**src/rtl/glitcbus_reg_arbiter.sv**
```systemverilog
// Arbitrates the internal register bus between the GLITCBUS slave (absolute priority) and one local master.
// Optional activity counters are built when GLITCBUS_ARB_STATS_EN is defined.
module glitcbus_reg_arbiter #(
    parameter int GB_HOLD = 2,
    parameter int ADR_W   = 16,
    parameter int DAT_W   = 32
) (
    input  logic             gclk_i,
    input  logic             grst_b_i,
    input  logic             gsel_b_i,
    input  logic [ADR_W-1:0] gb_adr_i,
    input  logic [DAT_W-1:0] gb_dat_i,
    input  logic             gb_wr_i,
    input  logic             gb_rd_i,
    output logic [DAT_W-1:0] gb_dat_o,
    input  logic             lcl_req_i,
    input  logic             lcl_wr_i,
    input  logic [ADR_W-1:0] lcl_adr_i,
    input  logic [DAT_W-1:0] lcl_dat_i,
    output logic             lcl_ack_o,
    output logic [DAT_W-1:0] lcl_dat_o,
    output logic [ADR_W-1:0] reg_adr_o,
    output logic [DAT_W-1:0] reg_dat_o,
    output logic             reg_wr_o,
    output logic             reg_rd_o,
    input  logic [DAT_W-1:0] reg_dat_i,
`ifdef GLITCBUS_ARB_STATS_EN
    output logic [15:0]      stat_gb_o,
    output logic [15:0]      stat_wait_o,
`endif
    output logic             err_o
);

    localparam int CNT_W = (GB_HOLD > 1) ? $clog2(GB_HOLD) : 1;

    typedef enum logic [1:0] {
        ST_IDLE,
        ST_LCL,
        ST_GB,
        ST_GB_HOLD
    } state_e;

    state_e             state_q, state_d;
    logic               gsel_q;
    logic [CNT_W-1:0]   hold_cnt_q, hold_cnt_d;
    logic               lcl_ack_q, lcl_ack_d;
    logic [DAT_W-1:0]   lcl_dat_q, lcl_dat_d;
    logic               err_q, err_d;

    assign gb_dat_o  = reg_dat_i;
    assign lcl_ack_o = lcl_ack_q;
    assign lcl_dat_o = lcl_dat_q;
    assign err_o     = err_q;

    always_ff @(posedge gclk_i or negedge grst_b_i) begin
        if (!grst_b_i) begin
            state_q    <= ST_IDLE;
            gsel_q     <= 1'b1;
            hold_cnt_q <= '0;
            lcl_ack_q  <= 1'b0;
            lcl_dat_q  <= '0;
            err_q      <= 1'b0;
        end else begin
            state_q    <= state_d;
            gsel_q     <= gsel_b_i;
            hold_cnt_q <= hold_cnt_d;
            lcl_ack_q  <= lcl_ack_d;
            lcl_dat_q  <= lcl_dat_d;
            err_q      <= err_d;
        end
    end

    // Bus parks on the GLITCBUS side; local accesses only get single-cycle slots while GSEL is idle.
    always_comb begin
        state_d    = state_q;
        hold_cnt_d = hold_cnt_q;
        lcl_ack_d  = 1'b0;
        lcl_dat_d  = lcl_dat_q;
        err_d      = err_q;
        reg_adr_o  = gb_adr_i;
        reg_dat_o  = gb_dat_i;
        reg_wr_o   = 1'b0;
        reg_rd_o   = 1'b0;

        case (state_q)
            ST_IDLE: begin
                if (gb_wr_i || gb_rd_i) err_d = 1'b1;
                if (!gsel_q) begin
                    state_d = ST_GB;
                end else if (lcl_req_i && !lcl_ack_q) begin
                    state_d = ST_LCL;
                end
            end
            ST_LCL: begin
                reg_adr_o = lcl_adr_i;
                reg_dat_o = lcl_dat_i;
                reg_wr_o  = lcl_wr_i;
                reg_rd_o  = !lcl_wr_i;
                if (!lcl_wr_i) lcl_dat_d = reg_dat_i;
                lcl_ack_d = 1'b1;
                if (gb_wr_i || gb_rd_i) err_d = 1'b1;
                state_d = gsel_q ? ST_IDLE : ST_GB;
            end
            ST_GB: begin
                reg_wr_o = gb_wr_i;
                reg_rd_o = gb_rd_i;
                if (gsel_q) begin
                    state_d    = ST_GB_HOLD;
                    hold_cnt_d = CNT_W'(GB_HOLD - 1);
                end
            end
            ST_GB_HOLD: begin
                reg_wr_o = gb_wr_i;
                reg_rd_o = gb_rd_i;
                if (!gsel_q) begin
                    state_d = ST_GB;
                end else if (hold_cnt_q == '0) begin
                    state_d = ST_IDLE;
                end else begin
                    hold_cnt_d = hold_cnt_q - CNT_W'(1);
                end
            end
            default: state_d = ST_IDLE;
        endcase
    end

`ifdef GLITCBUS_ARB_STATS_EN
    logic [15:0] stat_gb_q, stat_gb_d;
    logic [15:0] stat_wait_q, stat_wait_d;

    assign stat_gb_o   = stat_gb_q;
    assign stat_wait_o = stat_wait_q;

    // A grant is any entry into GB, including a back-to-back re-entry from the hold phase.
    always_comb begin
        stat_gb_d   = stat_gb_q;
        stat_wait_d = stat_wait_q;
        if ((state_q != ST_GB) && (state_d == ST_GB) && (stat_gb_q != 16'hFFFF)) begin
            stat_gb_d = stat_gb_q + 16'd1;
        end
        if (lcl_req_i && ((state_q == ST_GB) || (state_q == ST_GB_HOLD)) &&
            (stat_wait_q != 16'hFFFF)) begin
            stat_wait_d = stat_wait_q + 16'd1;
        end
    end

    always_ff @(posedge gclk_i or negedge grst_b_i) begin
        if (!grst_b_i) begin
            stat_gb_q   <= '0;
            stat_wait_q <= '0;
        end else begin
            stat_gb_q   <= stat_gb_d;
            stat_wait_q <= stat_wait_d;
        end
    end
`endif

endmodule

```
**config.mk**
```make
export PLATFORM = sky130hd
export DESIGN_NAME = glitcbus_reg_arbiter
export DESIGN_NICKNAME = d
export VERILOG_FILES = /design/src/rtl/glitcbus_reg_arbiter.sv
export SDC_FILE = /design/constraint.sdc
export NUM_CORES = 1
export LEC_CHECK = 0
export CAP_MARGIN = 40
export CORE_AREA = 2 2 96 98
export CTS_CLUSTER_SIZE = 10
export DETAILED_ROUTE_END_ITERATION = 10
export DIE_AREA = 0 0 98 100
export MAX_ROUTING_LAYER = met4
export PLACE_DENSITY = 0.82
export SETUP_SLACK_MARGIN = 0.1
export SKIP_LAST_GASP = 1
export SLEW_MARGIN = 5
export SYNTH_ARGS = -nofsm -noshare
export SYNTH_HDL_FRONTEND = slang
export SYNTH_SLANG_ARGS = --single-unit
```
**constraint.sdc**
```tcl
create_clock -name gclk_i -period 2.1 [get_ports gclk_i]
set_input_delay 0.42 -clock gclk_i [delete_from_list [all_inputs] [get_ports gclk_i]]
set_output_delay 0.42 -clock gclk_i [all_outputs]
set_load 0.02 [all_outputs]
```
==> results.toml <==
[outcome]
status = "finished, final reports clean"

[global_routing]
grt_pass1_vias = 2325
gr-max-usage-layer = "met2"
grt_overflow = 0
use_met2_pct = 27.0
use_met3_pct = 6.41
gr-usage-met1_pct = 18.6
antenna_found_initial = 0
grt_use_total_pct = 16.1
grt_max_degree = 39
grt_pass1_wl_um = 12000

[floorplan]
fp-row-count = 35
die_area_um2 = 9800
die_width_um = 98
ios = 251
fp.coreArea_um2 = 8890
start_util_pct = 25.6
fp.dieH_um = 100

[placement]
gp_congestion = 0.724
placed_area_um2 = 4660
port_buffers = 250
dp_cells = 499
pre_cts_slack_ns = -0.109
hpwl_um = 7090

[finish]
fin_area_um2 = 5100
stdcell_count = 513
final-seq-area_um2 = 952
fill_cells = 740
area.growth.synth_to_final_pct = 124
multi_input_comb_area_um2 = 1140
final_cell_mix = "199 x clkdlybuf4s50_1, 48 x buf_6, 43 x mux2_2, 37 x mux2_4, 37 x dfrtp_1"
fin_util_pct = 57.3
drive_gt1_share_pct = 38.1
final_nets = 538
final_common_cell = "clkdlybuf4s50_1"
antenna_cells = 0

[logic_synthesis]
synth.net_count = 310
synth_top_family_by_area = "multiplexers"
synthXorXnorAreaFrac_pct = 0
avgSynthCellArea_um2 = 13.0
ys_ff_latch = 38
synth-simple-area-share_pct = 2.48
netlist_area_um2 = 2270
muxShareOfSynthArea_pct = 40.1
yosys.cell_types.count = 19
synth_compound_area_share_pct = 1.32
ys_seq_area_share_pct = 41.9
synth_top_area_share_pct = 40.7
synthCells = 175
synth_fa_ha_area_share_pct = 0
yosysTopAreaCell = "dfrtp_1"
yosysWarnings = 0
synth.area.top_cells = "dfrtp_1 41%, mux2_2 40%, buf_4 11%, buf_6 2.0%, buf_2 1.3%"

[worst_setup_path]
reg2reg_slack_ns = 0.40
end_kind = "output port"
required_ns = 1.68
cp_max_fo = 8
crit_arrival_ns = 1.63
worstSetupStartpointType = "register"
worstSetupPathType = "register to output port"

[drt]
final_antenna_net_count = 0
drc = 0
wire_per_inst_um = 18.0
via_count = 2211
via_per_inst = 4.31
wirelength_um = 9240
drtPass1Iterations = 4
dr.first_iter.drc_count = 46

[timing]
final.period_utilization_pct = 97.8
tightest_slew_ns = 0.817
min_period_ns = 2.05
whs_ns = 0.231
setup_tns_ns = 0
rsz0062_at_grt = "true"
hold_violations = 0
maxSlewHeadroom_pct = 45.5
max_freq_mhz = 487
final.setup_skew_ns = 0.00380
finalWorstSetupSlack_ns = 0.0468
slew_viol_final = 0
setup_viol = 0

[power]
seq_power_share_pct = 29.7
p_per_area_nw_per_um2 = 792
pwr-share-comb_pct = 58.4
power.switching_mw = 1.38
sw_frac_of_total_pct = 34.2
p_leak_nw = 2.16
power.internal_mw = 2.66
irDropWorstVdd_uv = 498
clockPowerShare_pct = 11.9
fin_total_pwr_mw = 4.04

[flow_run]
max_cap_violations = 0

[clock_network]
root_buffer = "clkbuf_8"
clock_sinks = 38
cts_made_buffers = 5
clk_pin_slew_ns = 0.07
clkLatencyLatePin_ns = 0.27
cts-htree-levels = 2
cts_tree = "built"
cts.path.max_buffers = 2

[hold_path]
worstHoldPathType = "input pin to asynchronous set/reset pin"
-- sequential cells by signal, indices dropped and copies added (netlist names), named ones only --
signal,cells
hold_cnt_q,1
state_q,1
gsel_q,1
lcl_dat_o,32
lcl_ack_o,1
err_o,1
-- power by group through the flow --
stage / Clock [mW] / Sequential (mW) / Combinational (mW)
after global placement: 0 / 1.20 / 2.20
after CTS: 0.502 / 1.20 / 2.18
after global routing: 0.545 / 1.24 / 2.47
after detailed placement: 0 / 1.22 / 2.23
final: 0.480 / 1.20 / 2.36
after floorplan: 0 / 1.61 / 0.655
-- per-layer routing --
layer	routed length (um)	vias up
met5	0	-
met4	23	0
met3	774	2
met2	4870	105
met1	3570	1068
li1	-	1036
-- what timing repair did --
item                                    in CTS  in global routing
endpoints found under the setup margin      50                 50
setup buffers                                0                  2
hold buffers                                 0                  0
resized for setup                           66                281
cloned                                       0                  6
-- area by class of cell --
class	instances	share of cell area, %
repair buffers	263	54.4
clock buffers	6	1.62
multi-input cells	93	22.4
flip-flops and latches	38	18.7
well taps	111	2.72
inverters	2	0.147
-- critical path, stage by stage (launching register included) --
cell	delay, ns
dfrtp_1	0.41
nor2b_4	0.14
buf_12	0.16
buf_8	0.15
mux2_2	0.36
buf_6	0.14
-- worst paths after layout --
path / from / endpoint / depth (start not counted)
max reg2reg: register / lcl_dat_o[0] / 4
max in group asynchronous: grst_b_i / lcl_dat_o[3] / 1
max: register / reg_dat_o[16] / 5
min: grst_b_i / lcl_dat_o[21] / 1
min reg2reg: gsel_q / register / 1
min in group gclk_i: gsel_q / register / 1
-- logic make-up after synthesis --
family / count (synthesis)
AOI/OAI and AO/OA: 4
muxes: 81
buffers and inverters: 44
and+or+nand+nor: 8
DFF: 38
-- synthesized netlist by cell type --
cell / instances
nand2_1: 2
a31oi_1: 1
dfrtp_1: 37
a22o_1: 1
nand2b_1: 1
a21o_1: 1
o21bai_1: 1
mux2_2: 80
nand3_1: 1
nor2_1: 1
mux2i_1: 1
inv_1: 2
nor3b_4: 1
nor2b_1: 1
buf_6: 4
dfstp_2: 1
buf_4: 32
or3b_2: 1
buf_2: 6
No activity file was read; power rests on OpenSTA's default activity.
